<file path="src/rtl/spike_pkg.sv">
// Shared constants, state encoding and tile helper for the spike hazard path.
// The spike generator uses these same constants.
package spike_pkg;

    localparam int SPIKE_W     = 32;
    localparam int SPIKE_H     = 24;
    localparam int TILE_SHIFT  = 4;
    localparam int N_SPIKE_DEF = 3;

    typedef enum logic [1:0] {
        ALIVE     = 2'd0,
        INVULN    = 2'd1,
        DYING     = 2'd2,
        GAME_OVER = 2'd3
    } hazard_state_t;

    // Tile coordinate to 11-bit pixel coordinate; high bits beyond the screen drop off.
    function automatic logic [10:0] tile_to_px(input logic [9:0] tile);
        logic [10:0] wide;
        wide = 11'(tile);
        return wide << TILE_SHIFT;
    endfunction

endpackage

</file>
<file path="src/rtl/spike_hazard_box_overlap.sv">
// Combinational strict rectangle-intersection test on 11-bit pixel coordinates.
// Boxes that only share an edge do not overlap.
module box_overlap #(
    parameter int A_W = 16,
    parameter int A_H = 24,
    parameter int B_W = 32,
    parameter int B_H = 24
) (
    input  logic [10:0] ax,
    input  logic [10:0] ay,
    input  logic [10:0] bx,
    input  logic [10:0] by,
    output logic        overlap
);

    assign overlap = (ax < (bx + 11'(B_W))) &&
                     (bx < (ax + 11'(A_W))) &&
                     (ay < (by + 11'(B_H))) &&
                     (by < (ay + 11'(A_H)));

endmodule

</file>
<file path="src/rtl/spike_hazard.sv">
// Player-side spike collision check with lives counter and damage state machine
// (invulnerability window, death animation, game over, restart).
module spike_hazard
    import spike_pkg::*;
#(
    parameter int N_SPIKE       = N_SPIKE_DEF,
    parameter int LIVES         = 3,
    parameter int INVULN_FRAMES = 64,
    parameter int DEATH_FRAMES  = 32,
    parameter int PLAYER_W      = 16,
    parameter int PLAYER_H      = 24
) (
    input  logic       frame_clk,
    input  logic       RESET,
    input  logic [9:0] player_x,
    input  logic [9:0] player_y,
    input  logic [9:0] spike_row [N_SPIKE],
    input  logic [9:0] spike_col [N_SPIKE],
    input  logic       harm      [N_SPIKE],
    input  logic       restart,
    output logic [3:0] lives,
    output logic       hit_pulse,
    output logic [1:0] hit_idx,
    output logic       blink,
    output logic       dead,
    output logic       game_over
);

    localparam int MAX_FRAMES = (INVULN_FRAMES > DEATH_FRAMES) ? INVULN_FRAMES : DEATH_FRAMES;
    localparam int TW         = ($clog2(MAX_FRAMES) < 3) ? 3 : $clog2(MAX_FRAMES);
    localparam logic [TW-1:0] INV_LOAD   = TW'(INVULN_FRAMES - 1);
    localparam logic [TW-1:0] DEATH_LOAD = TW'(DEATH_FRAMES - 1);
    localparam logic [3:0]    LIVES_INIT = 4'(LIVES);

    logic [N_SPIKE-1:0] hit_s;
    logic               any_hit_s;
    logic [1:0]         hit_sel_s;

    hazard_state_t state_q, state_d;
    logic [3:0]    lives_q, lives_d;
    logic [TW-1:0] timer_q, timer_d;
    logic          hit_pulse_q, hit_pulse_d;
    logic [1:0]    hit_idx_q, hit_idx_d;
    logic          blink_q, blink_d;
    logic          dead_q, dead_d;
    logic          game_over_q, game_over_d;

    // Row 0 would place the box above the screen, so it is treated as no spike.
    for (genvar g = 0; g < N_SPIKE; g++) begin : g_spike
        logic [10:0] sx_s;
        logic [10:0] sy_s;
        logic        ovl_s;

        assign sx_s = tile_to_px(spike_col[g]);
        assign sy_s = tile_to_px(spike_row[g] - 10'd1);

        box_overlap #(
            .A_W(PLAYER_W),
            .A_H(PLAYER_H),
            .B_W(SPIKE_W),
            .B_H(SPIKE_H)
        ) u_box (
            .ax     ({1'b0, player_x}),
            .ay     ({1'b0, player_y}),
            .bx     (sx_s),
            .by     (sy_s),
            .overlap(ovl_s)
        );

        assign hit_s[g] = harm[g] & ovl_s & (spike_row[g] != 10'd0);
    end

    // Priority encoder: lowest hitting index wins.
    always_comb begin
        any_hit_s = |hit_s;
        hit_sel_s = 2'd0;
        for (int i = N_SPIKE - 1; i >= 0; i--) begin
            hit_sel_s = hit_s[i] ? 2'(i) : hit_sel_s;
        end
    end

    // Next-state, lives, timer and output decode.
    always_comb begin
        state_d     = state_q;
        lives_d     = lives_q;
        timer_d     = timer_q;
        hit_pulse_d = 1'b0;
        hit_idx_d   = hit_idx_q;
        case (state_q)
            ALIVE: begin
                if (any_hit_s) begin
                    hit_pulse_d = 1'b1;
                    hit_idx_d   = hit_sel_s;
                    if (lives_q > 4'd1) begin
                        lives_d = lives_q - 4'd1;
                        state_d = INVULN;
                        timer_d = INV_LOAD;
                    end else begin
                        lives_d = 4'd0;
                        state_d = DYING;
                        timer_d = DEATH_LOAD;
                    end
                end else begin
                    state_d = ALIVE;
                end
            end
            INVULN: begin
                if (timer_q == '0) begin
                    state_d = ALIVE;
                end else begin
                    timer_d = timer_q - TW'(1);
                end
            end
            DYING: begin
                if (timer_q == '0) begin
                    state_d = GAME_OVER;
                end else begin
                    timer_d = timer_q - TW'(1);
                end
            end
            GAME_OVER: begin
                // Collisions on the restart edge are deliberately not evaluated.
                if (restart) begin
                    lives_d   = LIVES_INIT;
                    hit_idx_d = 2'd0;
                    state_d   = ALIVE;
                end else begin
                    state_d = GAME_OVER;
                end
            end
            default: begin
                state_d = ALIVE;
            end
        endcase
        blink_d     = (state_d == INVULN) ? timer_d[2] : (state_d == DYING);
        dead_d      = (state_d == DYING);
        game_over_d = (state_d == GAME_OVER);
    end

    // State and registered outputs; reset discards any running timer.
    always_ff @(posedge frame_clk or negedge RESET) begin
        if (!RESET) begin
            state_q     <= ALIVE;
            lives_q     <= LIVES_INIT;
            timer_q     <= '0;
            hit_pulse_q <= 1'b0;
            hit_idx_q   <= 2'd0;
            blink_q     <= 1'b0;
            dead_q      <= 1'b0;
            game_over_q <= 1'b0;
        end else begin
            state_q     <= state_d;
            lives_q     <= lives_d;
            timer_q     <= timer_d;
            hit_pulse_q <= hit_pulse_d;
            hit_idx_q   <= hit_idx_d;
            blink_q     <= blink_d;
            dead_q      <= dead_d;
            game_over_q <= game_over_d;
        end
    end

    assign lives     = lives_q;
    assign hit_pulse = hit_pulse_q;
    assign hit_idx   = hit_idx_q;
    assign blink     = blink_q;
    assign dead      = dead_q;
    assign game_over = game_over_q;

endmodule

</file>
<file path="config.mk">
export PLATFORM = sky130hd
export DESIGN_NAME = spike_hazard
export DESIGN_NICKNAME = d
export VERILOG_FILES = /design/src/rtl/spike_pkg.sv /design/src/rtl/spike_hazard_box_overlap.sv /design/src/rtl/spike_hazard.sv
export SDC_FILE = /design/constraint.sdc
export NUM_CORES = 1
export LEC_CHECK = 0
export ABC_CLOCK_PERIOD_IN_PS = 2400
export CAP_MARGIN = 25
export CELL_PAD_IN_SITES_DETAIL_PLACEMENT = 0
export CELL_PAD_IN_SITES_GLOBAL_PLACEMENT = 2
export CORE_ASPECT_RATIO = 1.4
export CORE_MARGIN = 3
export CORE_UTILIZATION = 27
export CTS_BUF_LIST = sky130_fd_sc_hd__clkbuf_4
export CTS_CLUSTER_DIAMETER = 50
export DETAILED_ROUTE_END_ITERATION = 8
export PLACE_DENSITY_LB_ADDON = 0.1
export SLEW_MARGIN = 20
export SYNTH_ARGS = -nofsm -noshare
export SYNTH_HDL_FRONTEND = slang
export SYNTH_SLANG_ARGS = --single-unit
</file>
<file path="constraint.sdc">
create_clock -name frame_clk -period 2.4 [get_ports frame_clk]
set_input_delay 0.24 -clock frame_clk [delete_from_list [all_inputs] [get_ports frame_clk]]
set_output_delay 0.24 -clock frame_clk [all_outputs]
set_load 0.005 [all_outputs]
</file>
After elaboration in Yosys (flattened, before gate mapping)
Cells that the tools add are included.
{ "totals": {"reg_bits": 18, "in_bits": 86} }
{ "classes": {"reduce_logical": 20, "eq_ne": 9, "add_sub_neg": 13, "muxes": 23, "magnitude_cmp": 13, "bitwise": 6} }
{ "op_table": {"columns": ["cell", "n"], "rows": [
  ["$lt 10x11->1", 6],
  ["$lt 11x11->1", 6],
  ["$add 11x5->11 const B", 3],
  ["$add 11x6->11 const B", 3],
  ["$reduce_bool 10->1", 3],
  ["$add 10x5->11 const B", 2],
  ["$sub 7x1->7 const B", 3],
  ["$mux 2", 10],
  ["$mux 6", 3],
  ["$mux 4", 3],
  ["$pmux 6 s2", 1],
  ["$logic_and 1x1->1", 9],
  ["$eq 2x2->1 const B", 4],
  ["$pmux 2 s4", 1],
  ["$pmux 4 s2", 1],
  ["$and 1x1->1", 6],
  ["$logic_not 6->1", 1],
  ["$ne 2x2->1 const B", 3],
  ["$reduce_and 3->1", 2],
  ["$sub 6x1->6 const B", 1],
  ["$eq 2x1->1 const B", 2],
  ["$gt 4x1->1 const B", 1],
  ["$pmux 2 s2", 1],
  ["$reduce_bool 2->1", 2],
  ["5 further kinds", 7]
]} }

Logic depth before layout (Yosys ltp)
{ "depth": {"depth_word": 12, "depth_mapped": 15} }

Cells and area by module
Synthesis repeated with hierarchy kept, for this count alone.
{ "hier_totals": {"hier_cells": 679, "hier_area_um2": 5431.5} }
{ "by_module_without_submodules": {"columns": ["mod", "cells_each", "area_each_um2", "n_inst"], "rows": [
  ["box_overlap", 167, 1260.0, 3],
  ["spike_hazard", 178, 1651.6, 1]
]} }

Worst setup path before layout
Ideal clock, no wire load.
{ "synth_timing": {"path_kind": "input to register", "start": "input port spike_row[20] (netlist bit)", "end": "register timer_q[3]", "setup_slack_ns": -0.590, "t_arrival_ns": 2.864, "path_stages": 13, "cell_sequence": "inv_1 > ha_1 > nor3b_1 > xnor2_1 > ha_1 > a211oi_1 > o22ai_1 > a211oi_1 > nand3b_1 > a211oi_2 > nor3_2 > a211o_1 > a221o_1"} }
{ "synth_between": {"elab_chain_len": 10, "word_cells_on_any_way": 12} }
{ "synth_rtl": {"columns": ["item", "line_no", "rtl"], "rows": [
  ["start, declared", "spike_hazard.sv:17", "input logic [9:0] spike_row [N_SPIKE],"],
  ["$sub 7x1->7", "spike_hazard.sv:55", "assign sy_s = tile_to_px(spike_row[g] - 10'd1);"],
  ["$add 11x5->11", "spike_hazard_box_overlap.sv:18", "(ay < (by + 11'(B_H))) &&"],
  ["$lt 10x11->1", "spike_hazard_box_overlap.sv:18", null],
  ["$logic_and 1x1->1", "spike_hazard_box_overlap.sv:17", "(bx < (ax + 11'(A_W))) &&"],
  ["$logic_and 1x1->1", "spike_hazard_box_overlap.sv:18", null],
  ["$and 1x1->1", "spike_hazard.sv:70", "assign hit_s[g] = harm[g] & ovl_s & (spike_row[g] != 10'd0);"],
  ["$and 1x1->1 (*)", "spike_hazard.sv:70", null],
  ["$reduce_or 3->1 (*)", "spike_hazard.sv:75", "any_hit_s = |hit_s;"],
  ["$ne 2x2->1 (no source line) (*)", null, null],
  ["$reduce_and 3->1 (no source line) (*)", null, null],
  ["end signal, assigned", "spike_hazard.sv:154", "timer_q <= timer_d;"],
  ["end, declared", "spike_hazard.sv:41", "logic [TW-1:0] timer_q, timer_d;"]
]} }
Mark *: on every way between the ends. The rest lies on a longest branch, timed or not.
A chain may end at the register's enable or synchronous reset.

Worst setup path after layout
{ "layout_timing": {"start": "input port spike_row[10] (netlist bit)", "end": "register timer_q[3]"} }
The elaborated chain is that of the path after synthesis.

==> results.md <==
| Group | Metric | Reported |
| --- | --- | --- |
| run status | Status | finished with violations |
| yosys | Cell variety after synth | 66 |
| pwr | Maximum resistive drop on vdd | 0.000434 V |
| routing | Detailed-route via count | 4778 |
| place | DP Area | 6390 sq um |
| floorplan | Starting Density | 27.9% |
| floorplan | Die boundary width | 110 um |
| critical path | Category of the worst setup path launch point | primary input |
| routing | Total Routed Length | 14700 um |
| sta | Max-slew headroom at the worst pin | 69.2% |
| layout | Post-route cell area | 7290 sq um |
| yosys | Number of synthesized flops with an enable pin | 0 |
| sta | Slew Limit Fails | 0 |
| yosys | Async S/R FF share, synth | 100% |
| clock network | TritonCTS buffer count | 3 |
| global route | Antenna violations before repair | 0 |
| routing | Final antenna-violating net count | 0 |
| yosys | Portion of the post-synthesis area used by sequential elements | 11.2% |
| yosys | Portion of netlist area occupied by mux cells | 0.247% |
| floorplan | # rows | 52 |
| critical path | Endpoint of the lowest-slack register-to-register path | blink |
| critical path | Worst Setup EP | timer_q[3] |
| clock network | Clock slew at reported path FFs | 0.12 ns |
| critical path | Kind of capture point of the worst setup path | flip-flop |
| critical path | Setup slack on the worst flop-to-flop path | -0.12 ns |
| global route | Gr ovfl total | 0 |
| sta | Shortest clock period the worst path allows after layout | 2.90 ns |
| run | Max-cap viol count | 0 |
| place | Weighted congestion reported at the end of routability-driven placement | 0.837 |
| critical path | Data required time of the critical path | 2.60 ns |
| critical path | Cells along the critical path | buf_2 -> inv_2 -> ha_4 -> nand2b_4 -> nor2_4 -> xor2_2 -> ha_4 -> a211oi_2 -> nor2_1 -> a221o_1 -> nor3_2 -> o211a_1 -> buf_6 -> nor3_4 -> a211o_1 -> a221o_1 |
| floorplan | Die area | 16600 sq um |
| floorplan | Core region area | 14600 sq um |
| critical path | CP delay by family, top | compound AO/OA/AOI/OAI gates |
| critical path | Cell depth of the worst flop-to-flop path | 10 |
| pwr | Clock Power Share | 5.2% |
| place | Quantity of I/O buffers inserted on ports | 86 |
| global route | Number of global-route vias before repair | 5112 |
| yosys | Post-Synthesis Net Count | 676 |
| clock network | Maximum level of the CTS H-tree | 1 |
| pwr | Share of total power in sequential cells | 17.1% |
| clock network | Clock network latency to the later pin of the worst-skew pair | 0.30 ns |
| clock network | TritonCTS clock tree | done |
| sta | Maximum frequency from static timing analysis | 345 MHz |
| yosys | Main synth FF type | sky130_fd_sc_hd__dfrtp_1 |
| yosys | Area share of and/or/nand/nor cells after synthesis | 21.4% |
| global route | GRT Resource Usage Total | 18.1% |
| yosys | Top cells by area in the synthesized netlist | sky130_fd_sc_hd__ha_1 29%, sky130_fd_sc_hd__dfrtp_1 9.9%, sky130_fd_sc_hd__xor2_1 5.6%, sky130_fd_sc_hd__xnor2_1 4.5%, sky130_fd_sc_hd__nor2_1 3.5% |
| pwr | Switch Pwr | 1.41 mW |
| yosys | Adder-cell share of the synthesized area | 30.1% |
| pwr | Switching share of power | 43.9% |
| critical path | Critical path fanouts, max | 5 |
| layout | Share of final-layout standard cells stronger than drive strength 1 | 41.9% |
| floorplan | Ports placed on the boundary | 96 |
| sta | Unrepaired setup endpoints after global routing | yes |
| yosys | Synthesized instance count | 494 |
| sta | Smallest setup slack after layout | -0.498 ns |
| yosys | Combinational family with the most area after synthesis | adder cells |
| critical path | Highest-delay cell along the critical path | sky130_fd_sc_hd__a221o_1 |
| critical path | Critical path depth | 16 |
| clock network | Clock sinks | 18 |
| sta | Final setup violating endpoints | 17 |
| min path | Type of the tightest min-delay check | in -> async |
| critical path | Start point of the critical path | spike_row[10] |
| sta | Hold Vio Cnt, Final | 0 |
| layout | Area added between synthesis and finish | 79.6% |
| yosys | Post-synthesis xor/xnor area fraction | 10.5% |
| critical path | Arrival time at the worst endpoint | 3.10 ns |
| yosys | Top cell type's share of synthesized area | 28.7% |
| layout | Number of antenna cells inserted | 0 |
| routing | WL/cell | 15.4 um |
| yosys | Yosys warns | 0 |
| run status | Violations in the final reports | setup timing |
| yosys | Post-Synthesis Cell Area | 4060 sq um |
| clock network | Maximum count of clock buffers along a single path | 2 |
| routing | Via count normalized by instance count | 4.99 |
| routing | First-pass detailed-route iteration total | 4 |
| critical path | Worst Setup Path Type | in -> reg |
| yosys | Flip-flop and latch count after synthesis | 18 |
| sta | Transition time at the pin with the least slew margin | 0.458 ns |
| global route | Global-route wire length before repair | 24100 um |
| sta | Final hold slack | 0.254 ns |
| floorplan | Die span in y | 151 um |
| critical path | Slowest Stage Delay on Critical Path | 0.35 ns |
| place | Placed wire-length estimate | 11700 um |
| sta | Share of the clock period used by the worst path after layout | 121% |
| pwr | Power per cell area | 441 nW/um^2 |
| global route | Maximum number of pins on one net before global-route repair | 24 |
| critical path | Crit path buffers/inverters | 3 |
| sta | Worst Skew | 0.00633 ns |
| routing | # DRC | 0 |
| yosys | Synthesized area per cell | 8.22 sq um |
| pwr | Design internal power | 1.81 mW |
| routing | First DRT Iteration DRCs | 143 |
| clock network | Clk Tree Root Cell | sky130_fd_sc_hd__clkbuf_4 |
| layout | Number of nets in the layout | 952 |
| yosys | Biggest area consumer among synthesized cells | sky130_fd_sc_hd__ha_1 |
| pwr | Combinational cell fraction of total power | 77.7% |
| pwr | Leakage power total | 3.29 nW |
| critical path | R2r startpoint | timer_q[0] |
| yosys | Fraction of the mapped netlist area in compound gates | 22.1% |
layer usage:
layer	up-vias	share of wire, %	wire length [um]	global-route usage, %
li1	2403	-	-	-
met1	2254	42	6120	21.3
met2	97	53	7810	34.9
met3	24	3.2	471	1.28
met4	0	2.1	314	4.43
met5	-	0	0	0
layout by cell type, fill, tap and decap left out, types with 5 or more instances in the layout:
cell type,Yosys,routed
sky130_fd_sc_hd__nor2_1,38,29
sky130_fd_sc_hd__ha_4,0,16
sky130_fd_sc_hd__a21oi_1,22,18
sky130_fd_sc_hd__nor2_4,0,6
sky130_fd_sc_hd__ha_2,0,5
sky130_fd_sc_hd__clkdlybuf4s50_1,0,55
sky130_fd_sc_hd__nor2b_1,13,13
sky130_fd_sc_hd__xnor2_1,21,16
sky130_fd_sc_hd__dlygate4sd2_1,0,7
sky130_fd_sc_hd__o21ai_1,0,6
sky130_fd_sc_hd__o211ai_1,6,6
sky130_fd_sc_hd__o21ai_0,26,19
sky130_fd_sc_hd__buf_4,1,177
sky130_fd_sc_hd__xor2_1,26,22
sky130_fd_sc_hd__xnor2_2,1,6
sky130_fd_sc_hd__inv_1,32,22
sky130_fd_sc_hd__buf_6,1,24
sky130_fd_sc_hd__o21a_1,7,7
sky130_fd_sc_hd__nor3_1,10,7
sky130_fd_sc_hd__nand3_1,24,22
sky130_fd_sc_hd__a211oi_2,2,6
sky130_fd_sc_hd__ha_1,93,72
sky130_fd_sc_hd__nand2_1,27,24
sky130_fd_sc_hd__dfrtp_1,16,16
sky130_fd_sc_hd__or3_1,6,5
sky130_fd_sc_hd__buf_2,1,9
sky130_fd_sc_hd__inv_2,0,5
sky130_fd_sc_hd__a21o_1,8,8
worst min-delay path by stage:
stage / to / slack [ns] / cells past startpoint
5_1_grt: state_q[1] / 0.26 / 2
3_5_place_dp: hit_idx[1] / 0.53 / 1
2_1_floorplan: blink / -0.06 / 0
3_3_place_gp: hit_idx[1] / 0.53 / 1
6_report: state_q[1] / 0.25 / 2
4_1_cts: state_q[1] / 0.25 / 2
power by group through the flow:
stage	Clock [mW]	Sequential (mW)	Combinational (mW)
after floorplan	0	0.541	1.22
after CTS	0.176	0.544	2.43
after detailed placement	0	0.547	2.20
after global routing	0.193	0.568	2.78
final	0.167	0.549	2.50
after global placement	0	0.550	2.18
state kept, by name (all words and copies together) (netlist names):
| name | flops |
|---|---|
| blink | 1 |
| lives | 4 |
| dead | 1 |
| state_q | 2 |
| timer_q | 6 |
| hit_idx | 2 |
| hit_pulse | 1 |
| game_over | 1 |
stage by stage:
stage / instances / power (mW) / util (%) / TNS (ns) / setup slack [ns]
floorplan: 494 / 1.76 / - / -4.49 / -0.405
global placement: 907 / 2.73 / 43.9 / -23.69 / -1.56
detailed placement: 907 / 2.75 / 43.9 / -25.17 / -1.59
CTS: 950 / 3.15 / 49.4 / -5.74 / -0.449
global route: 958 / 3.54 / 50.0 / -8.84 / -0.633
finish: 958 / 3.22 / 50.0 / -6.49 / -0.498
cell usage after synthesis (10+ instances only):
cell type / number
sky130_fd_sc_hd__ha_1: 93
sky130_fd_sc_hd__nor2_1: 38
sky130_fd_sc_hd__nor3_1: 10
sky130_fd_sc_hd__nand2_1: 27
sky130_fd_sc_hd__nand3_1: 24
sky130_fd_sc_hd__dfrtp_1: 16
sky130_fd_sc_hd__xnor2_1: 21
sky130_fd_sc_hd__nor2b_1: 13
sky130_fd_sc_hd__a21oi_1: 22
sky130_fd_sc_hd__xor2_1: 26
sky130_fd_sc_hd__inv_1: 32
sky130_fd_sc_hd__o21ai_0: 26
cell type report:
class                   count  area (sq um)
clock buffers               3          22.5
clock inverters             1          3.75
fillers                  1414          7280
inverters                  33           141
multi-input cells         433          4080
flip-flops and latches     18           453
well taps                 189           236
repair buffers            281          2360
logic make-up (layout without fill, tap and decap cells):
group | Yosys count | in the layout
fa+ha+maj | 96 | 96
compound gates | 124 | 124
simple gates | 162 | 164
mux | 1 | 1
xor+xnor | 48 | 48
buf+inv | 45 | 318
flops | 18 | 18
what timing repair did:
item                                    in CTS  in global routing
endpoints found under the hold margin        0                  0
hold buffers                                 0                  0
gates cloned                                 2                  0
pin swaps                                   76                 24
buffers inserted                            42                 10
endpoints found under the setup margin      17                 18
gates resized for setup                    202                 11
Note: power is estimated with default switching activity, not from simulation.
